<file path="src/rtl/vram_arbiter_pkg.sv">
// vram_arbiter_pkg
//   Shared definitions for the video RAM arbiter:
//   - default address/data widths
//   - CPU-side FSM state encoding
//   - saturation limit and saturating increment for the conflict counter
package vram_arbiter_pkg;

    localparam int AW_DEFAULT = 13;
    localparam int DW_DEFAULT = 8;

    localparam logic [15:0] CONFLICTS_MAX = 16'hFFFF;

    typedef enum logic {
        ST_IDLE = 1'b0,
        ST_ACK  = 1'b1
    } cpu_state_t;

    function automatic logic [15:0] conflicts_inc(input logic [15:0] cnt);
        return (cnt == CONFLICTS_MAX) ? cnt : cnt + 16'd1;
    endfunction

endpackage

</file>
<file path="src/rtl/vram_wfifo.sv">
// vram_wfifo
//   Two-entry posted-write FIFO (address + data). Push and pop may happen
//   in the same cycle; the caller never pushes when full or pops when empty.
// Ports:
//   clock, reset       single clock, synchronous active-high reset
//   push, push_a/d     enqueue one write
//   pop                dequeue the head entry
//   full, empty        occupancy flags for the current cycle
//   head_a, head_d     oldest buffered write
module vram_wfifo #(
    parameter int AW = 13,
    parameter int DW = 8
) (
    input  logic          clock,
    input  logic          reset,
    input  logic          push,
    input  logic [AW-1:0] push_a,
    input  logic [DW-1:0] push_d,
    input  logic          pop,
    output logic          full,
    output logic          empty,
    output logic [AW-1:0] head_a,
    output logic [DW-1:0] head_d
);

    logic [AW-1:0] a_q [2];
    logic [AW-1:0] a_d [2];
    logic [DW-1:0] d_q [2];
    logic [DW-1:0] d_d [2];
    logic          wr_ptr_q, wr_ptr_d;
    logic          rd_ptr_q, rd_ptr_d;
    logic [1:0]    count_q, count_d;

    assign full   = (count_q == 2'd2);
    assign empty  = (count_q == 2'd0);
    assign head_a = a_q[rd_ptr_q];
    assign head_d = d_q[rd_ptr_q];

    always_comb begin
        a_d      = a_q;
        d_d      = d_q;
        wr_ptr_d = wr_ptr_q;
        rd_ptr_d = rd_ptr_q;
        count_d  = count_q + {1'b0, push} - {1'b0, pop};
        if (push) begin
            a_d[wr_ptr_q] = push_a;
            d_d[wr_ptr_q] = push_d;
            wr_ptr_d      = ~wr_ptr_q;
        end
        if (pop) begin
            rd_ptr_d = ~rd_ptr_q;
        end
    end

    always_ff @(posedge clock) begin
        if (reset) begin
            a_q      <= '{default: '0};
            d_q      <= '{default: '0};
            wr_ptr_q <= 1'b0;
            rd_ptr_q <= 1'b0;
            count_q  <= 2'd0;
        end else begin
            a_q      <= a_d;
            d_q      <= d_d;
            wr_ptr_q <= wr_ptr_d;
            rd_ptr_q <= rd_ptr_d;
            count_q  <= count_d;
        end
    end

endmodule

</file>
<file path="src/rtl/vram_arbiter.sv">
// vram_arbiter
//   Shares one single-port synchronous video RAM between a VGA scanout
//   reader (absolute priority, never stalled) and a CPU (request/ready).
//   Optional feature macro: VRAM_WRITE_BUFFER_EN adds a 2-entry posted-write
//   FIFO (vram_wfifo) so CPU writes can complete while VGA holds the port.
// Ports:
//   clock, reset                   single clock, synchronous active-high reset
//   vga_req, vga_a                 VGA read strobe and address
//   vga_q, vga_valid               VGA read data and its one-cycle strobe
//   cpu_re, cpu_we, cpu_a, cpu_d   CPU level requests, address, write data
//   cpu_q, cpu_ready               CPU read data and completion pulse
//   ram_a, ram_d, ram_we, ram_q    RAM port (1-cycle read latency)
//   conflicts                      saturating count of VGA-denied CPU cycles
//
// CPU FSM states:
//   state   | meaning
//   ST_IDLE | waiting for a CPU request; issue it when the port is free
//   ST_ACK  | access completed last cycle; pulse cpu_ready, capture read data
module vram_arbiter
    import vram_arbiter_pkg::*;
#(
    parameter int AW = AW_DEFAULT,
    parameter int DW = DW_DEFAULT
) (
    input  logic          clock,
    input  logic          reset,
    input  logic          vga_req,
    input  logic [AW-1:0] vga_a,
    output logic [DW-1:0] vga_q,
    output logic          vga_valid,
    input  logic          cpu_re,
    input  logic          cpu_we,
    input  logic [AW-1:0] cpu_a,
    input  logic [DW-1:0] cpu_d,
    output logic [DW-1:0] cpu_q,
    output logic          cpu_ready,
    output logic [AW-1:0] ram_a,
    output logic [DW-1:0] ram_d,
    output logic          ram_we,
    input  logic [DW-1:0] ram_q,
    output logic [15:0]   conflicts
);

    cpu_state_t    state_q, state_d;
    logic          ack_rd_q, ack_rd_d;
    logic          cpu_ready_q, cpu_ready_d;
    logic          vga_valid_q, vga_valid_d;
    logic [DW-1:0] cpu_q_q, cpu_q_d;
    logic [DW-1:0] vga_q_q, vga_q_d;
    logic [15:0]   conflicts_q, conflicts_d;

`ifdef VRAM_WRITE_BUFFER_EN
    logic          fifo_push, fifo_pop, fifo_full, fifo_empty;
    logic [AW-1:0] fifo_head_a;
    logic [DW-1:0] fifo_head_d;

    vram_wfifo #(
        .AW(AW),
        .DW(DW)
    ) u_wfifo (
        .clock (clock),
        .reset (reset),
        .push  (fifo_push),
        .push_a(cpu_a),
        .push_d(cpu_d),
        .pop   (fifo_pop),
        .full  (fifo_full),
        .empty (fifo_empty),
        .head_a(fifo_head_a),
        .head_d(fifo_head_d)
    );
`endif

    // Strobes are masked by reset so an access issued just before reset
    // never reports completion. Read data is presented in the strobe cycle
    // straight from the RAM and held in a register afterwards.
    assign cpu_ready = cpu_ready_q & ~reset;
    assign vga_valid = vga_valid_q & ~reset;
    assign cpu_q     = (cpu_ready && ack_rd_q) ? ram_q : cpu_q_q;
    assign vga_q     = vga_valid ? ram_q : vga_q_q;
    assign conflicts = conflicts_q;

    always_comb begin
        state_d     = state_q;
        ack_rd_d    = ack_rd_q;
        cpu_ready_d = 1'b0;
        vga_valid_d = vga_req;
        cpu_q_d     = cpu_q_q;
        vga_q_d     = vga_q_q;
        conflicts_d = conflicts_q;
        ram_a       = vga_a;
        ram_d       = '0;
        ram_we      = 1'b0;
`ifdef VRAM_WRITE_BUFFER_EN
        fifo_push   = 1'b0;
        fifo_pop    = 1'b0;
`endif

        if (vga_valid_q) begin
            vga_q_d = ram_q;
        end

        if (state_q == ST_ACK) begin
            if (ack_rd_q) begin
                cpu_q_d = ram_q;
            end
            state_d = ST_IDLE;
        end

`ifdef VRAM_WRITE_BUFFER_EN
        // Port order: VGA, then oldest buffered write, then CPU read.
        if (!vga_req && !fifo_empty) begin
            ram_a    = fifo_head_a;
            ram_d    = fifo_head_d;
            ram_we   = 1'b1;
            fifo_pop = 1'b1;
        end

        if (state_q == ST_IDLE && (cpu_re || cpu_we)) begin
            if (cpu_we) begin
                if (!fifo_full) begin
                    fifo_push   = 1'b1;
                    state_d     = ST_ACK;
                    cpu_ready_d = 1'b1;
                    ack_rd_d    = 1'b0;
                end
            end else if (fifo_empty) begin
                // Reads stalled behind buffered writes are not VGA conflicts.
                if (vga_req) begin
                    conflicts_d = conflicts_inc(conflicts_q);
                end else begin
                    ram_a       = cpu_a;
                    state_d     = ST_ACK;
                    cpu_ready_d = 1'b1;
                    ack_rd_d    = 1'b1;
                end
            end
        end
`else
        if (state_q == ST_IDLE && (cpu_re || cpu_we)) begin
            if (vga_req) begin
                conflicts_d = conflicts_inc(conflicts_q);
            end else begin
                ram_a       = cpu_a;
                ram_d       = cpu_d;
                ram_we      = cpu_we;
                state_d     = ST_ACK;
                cpu_ready_d = 1'b1;
                ack_rd_d    = ~cpu_we;
            end
        end
`endif
    end

    always_ff @(posedge clock) begin
        if (reset) begin
            state_q     <= ST_IDLE;
            ack_rd_q    <= 1'b0;
            cpu_ready_q <= 1'b0;
            vga_valid_q <= 1'b0;
            cpu_q_q     <= '0;
            vga_q_q     <= '0;
            conflicts_q <= '0;
        end else begin
            state_q     <= state_d;
            ack_rd_q    <= ack_rd_d;
            cpu_ready_q <= cpu_ready_d;
            vga_valid_q <= vga_valid_d;
            cpu_q_q     <= cpu_q_d;
            vga_q_q     <= vga_q_d;
            conflicts_q <= conflicts_d;
        end
    end

endmodule

</file>
<file path="config.mk">
export PLATFORM = sky130hd
export DESIGN_NAME = vram_arbiter
export DESIGN_NICKNAME = d
export VERILOG_FILES = /design/src/rtl/vram_arbiter_pkg.sv /design/src/rtl/vram_wfifo.sv /design/src/rtl/vram_arbiter.sv
export SDC_FILE = /design/constraint.sdc
export NUM_CORES = 1
export LEC_CHECK = 0
export CAP_MARGIN = 30
export CELL_PAD_IN_SITES_DETAIL_PLACEMENT = 0
export CELL_PAD_IN_SITES_GLOBAL_PLACEMENT = 1
export CORE_MARGIN = 10
export CORE_UTILIZATION = 28
export CTS_CLUSTER_DIAMETER = 30
export DETAILED_ROUTE_END_ITERATION = 8
export GPL_ROUTABILITY_DRIVEN = 0
export PLACE_DENSITY_LB_ADDON = 0.05
export SYNTH_ARGS = -nofsm -noshare
export SYNTH_HDL_FRONTEND = slang
export SYNTH_SLANG_ARGS = --single-unit
</file>
<file path="constraint.sdc">
create_clock -name clock -period 1.75 [get_ports clock]
set_input_delay 0.35 -clock clock [delete_from_list [all_inputs] [get_ports clock]]
set_output_delay 0.35 -clock clock [all_outputs]
set_load 0.01 [all_outputs]
</file>
# [Yosys cells after proc, flatten, opt, wreduce, memory -nomap -nowiden]
# Index checks and enable logic that the tools add are counted.
[word_totals] register_bits=35 latchBits=0 mem_bits_rw=0 rom_bits=0 in_bits=47 out_inout_bits=56 word_cells=32 memories=0
[op_classes] addsub=1 n_mul=0 div_mod_pow=0 magnitude_cmp=0 n_eq_ne=1 shifts=0 muxes=9 n_bitwise=8 n_reduce_logical=7
[ops] op="8-bit two-way mux" n=4
[ops] op="13-bit two-way mux" n=2
[ops] op="16-bit by 1-bit adder with 16-bit output (second input constant)" n=1
[ops] op="16-bit equality test (second input constant)" n=1
[ops] op="1-bit NOT" n=6
[ops] op="2-bit AND reduction" n=2
[ops] op="1-bit two-way mux" n=3
[ops] op="3-bit AND reduction" n=1
[ops] op="1-bit bitwise AND" n=2
[ops] op="1-bit logical AND" n=2
[ops] op="2-bit OR reduction" n=1
[ops] op="1-bit logical OR" n=1

# [Logic depth before layout (Yosys ltp)]
# Gate-level depths: netlist (run 1).
[depth] ltp_word=4 mapped_depth=5 ltp_nobuf=5

# [Worst setup path after synthesis (run 1)]
# Ideal clock, no wire load.
[synth_path] path_type="input -> output" start="input vga_req" end="output ram_a[10]" arrival_ps=1353 t_required_ps=1400 path_slack_ps=47 path_stages=4 path_buffers=2 cell_sequence="buf_2 -> nor2_1 -> buf_2 -> mux2_1"
[synth_via] elab_chain_len=2
[synth_rtl] item="from (decl)" line="vram_arbiter.sv:27" source="input logic vga_req,"
[synth_rtl] item="13-bit two-way mux" line="vram_arbiter.sv:141" source="if (vga_req) begin"
[synth_rtl] item="13-bit two-way mux" line="vram_arbiter.sv:140" source="if (state_q == ST_IDLE && (cpu_re || cpu_we)) begin"
[synth_rtl] item="to (decl)" line="vram_arbiter.sv:37" source="output logic [AW-1:0] ram_a,"
# No other way between the ends.

==> flow_summary.ini, run 1 <==
[synthesis]
synth_most_common_cell = dfxtp_1
synth-edff-count = 0
ys_seq_elements = 35
ys.flop_type = dfxtp_1
synth_top_cell_by_area = dfxtp_1
synthTopCellsByArea = dfxtp_1, mux2_2, mux2_1
async_flop_share_pct = 0
synth_top_area_share_pct = 35.0
syn_area_um2 = 2000
synth_nets = 273
avgSynthCellArea_um2 = 8.89
synth_common_cells = dfxtp_1, mux2_2, a21oi_1, nor2_1, nand2_1
synth.distinct_cells = 35
synth_seq_area_share_pct = 35.0
ys_warn_count = 0
netlist_instances = 225

[grt]
grt_pass1_wl_um = 12300
antenna_found_initial = 0
overflow = 0
first_global_vias = 2269
track_usage_pct = 13.5
grt_max_degree = 27

[timing]
layout_min_cycle_time_ps = 1880
hold-worst-slack_ps = 458
rsz0062_at_grt = yes
setup-tns-final_ps = -2180
skew_ps = 8.91
setup_violations = 27
max_slew.worst_pin.slew_ps = 378
slew_headroom_pct = 74.7
slew_viol_final = 0
worst_slack_ps = -127
fmax_mhz = 533
final_hold_viol_count = 0
min_period_over_period_pct = 107

[clocking]
cts_sinks = 35
clk_latency_ps = 280
numCtsBuffers = 5
clkTransAtPathRegs_ps = 70
cts_hold_buf = 0
cts-root-buf = clkbuf_8
cts_buffer_depth = 2
h-tree-depth = 2
cts_tree = yes

[place]
dp_slack_ps = -736
dp.cells = 456
dpl_cell_area_um2 = 3440
port_buffers = 102
place.detailed.hpwl_um = 5680

[setup_path]
crit_path_end = ram_a[2]
r2r_setup_slack_ps = -10
rr_worst_depth = 6
critPathLaunchType = flop
crit_required_ps = 1400
crit_path_max_fanout = 6
critPathLaunch = cpu_ready_q$_SDFF_PP0_
r2r-end = conflicts[15]$_SDFFE_PP0P_
timing.rr.start = cpu_ready_q$_SDFF_PP0_
endpoint_kind = output port
worstPathArrival_ps = 1530
worstSetupPathType = flop to output port

[floorplan]
ios = 103
die_area_um2 = 10900
fp-row-count = 30
die_w_um = 105
core_um2 = 6870
die_h_um = 105
start_util_pct = 29.1

[drt]
drtIter0Drc = 34
drtPass1Iterations = 4
wl_met1_um = 3370
routed_wl_um = 7800
post_drt_wl_per_cell_um = 16.0
topRoutingLayerUsed = met4
via_per_inst = 4.69
ant_nets = 0
met3_length_um = 281
vias = 2282
post-route-drc-count = 0
wl_met2_um = 4120

[finish]
post-route-cell-area_um2 = 4020
fin_util_pct = 58.6
syn2layout_area_growth_pct = 101
final_cells = 487
drive_gt1_share_pct = 46.5
fill_cells = 629
n_antenna_cell = 0
nNetsFinal = 439

[pwr]
p_per_area_nw_per_um2 = 508
peakVddDrop_mv = 0.284
leakagePower_nw = 1.74
finalPower_mw = 2.04

[run_status]
status = finished with violations
violations = negative setup slack

[min_path]
hold_class = flop to flop

[run]
cap_violations = 0
-- cell families after synthesis --
logic type	count (synthesis)	share of synthesized area, %
buf+inv	14	3.00
simple gates	96	25.6
flops	35	35.0
mux	45	24.7
compound gates	34	11.1
fa+ha+maj	1	0.625
-- sequential cells by signal, summed over array words and instances (netlist names) --
| name | count |
|---|---|
| ack_rd_q | 1 |
| conflicts | 16 |
| cpu_q_q | 8 |
| cpu_ready_q | 1 |
| vga_q_q | 8 |
| vga_valid_q | 1 |
-- cells in the final DEF (no fill, tap or decap), types with 2 or more instances in the layout --
master / count
dlygate4sd2_1: 3
o21ai_0: 4
clkbuf_2: 2
clkdlybuf4s50_1: 58
and2_4: 9
mux2_2: 3
nand4_1: 5
mux2i_1: 10
nor2b_1: 9
nor2_1: 17
nor3_2: 2
and3_1: 3
a21oi_2: 3
clkbuf_8: 6
or4_4: 3
or4_1: 2
mux2_1: 6
nand3_1: 14
nand2_1: 17
dfxtp_2: 7
mux2_4: 26
dfxtp_1: 28
buf_6: 52
o31ai_1: 4
buf_4: 51
a21oi_1: 15
buf_2: 2
nor3_1: 4
-- where the power goes --
part / switching (mW) / internal, mW
Combinational: 0.224 / 0.398
Clock: 0.282 / 0.309
Sequential: 0.0123 / 0.818
-- metal layers --
| metal | up-vias | track usage, % |
|---|---|---|
| met2 | 49 | 24.4 |
| li1 | 1146 | - |
| met4 | 0 | 2.39 |
| met5 | - | 0 |
| met3 | 2 | 3.13 |
| met1 | 1085 | 15.8 |
-- worst max-delay path, stage by stage (launching register included) --
cell and delay, ps:
dfxtp_2 320, o21bai_4 180, nor2_4 140, buf_6 160
mux2_4 310, buf_6 120
-- timing repair --
action,4_1_cts,5_1_grt
gates cloned,1,0
gates resized for setup,236,54
pin swaps,7,16
endpoints found under the setup margin,48,56
buffers inserted,24,5
-- layout make-up --
cell class	instances	area [µm²]	share of cell area, %
clock inverter	1	5.00	0.124
tap	96	120	2.99
multi-input combinational	176	1460	36.3
sequential	35	709	17.6
inverter	2	7.51	0.187
clock buffer	6	82.6	2.05
timing repair buffer	171	1640	40.8
-- how the worst min path moves through the flow --
stage	slack, ps	from	end	cells after the start
after floorplan	430	cpu_q_q[0]$_SDFFE_PP0P_	cpu_q_q[0]$_SDFFE_PP0P_	2
after global placement	440	cpu_q_q[0]$_SDFFE_PP0P_	cpu_q_q[0]$_SDFFE_PP0P_	2
after detailed placement	450	cpu_q_q[1]$_SDFFE_PP0P_	cpu_q_q[1]$_SDFFE_PP0P_	2
after CTS	460	cpu_q_q[3]$_SDFFE_PP0P_	cpu_q_q[3]$_SDFFE_PP0P_	2
after global routing	480	cpu_q_q[2]$_SDFFE_PP0P_	cpu_q_q[2]$_SDFFE_PP0P_	2
final	460	cpu_q_q[3]$_SDFFE_PP0P_	cpu_q_q[3]$_SDFFE_PP0P_	2
(Power assumes the default switching activity.)
==> run 2: changes to the inputs <==
--- a/config.mk
+++ b/config.mk
@@ -11,6 +11,7 @@
 export CORE_MARGIN = 10
 export CORE_UTILIZATION = 28
 export CTS_CLUSTER_DIAMETER = 30
+export CTS_CLUSTER_SIZE = 20
 export DETAILED_ROUTE_END_ITERATION = 8
 export GPL_ROUTABILITY_DRIVEN = 0
 export PLACE_DENSITY_LB_ADDON = 0.05
==> results of run 2 <==
Final layout, timing and power as in run 1 (identical DEF).
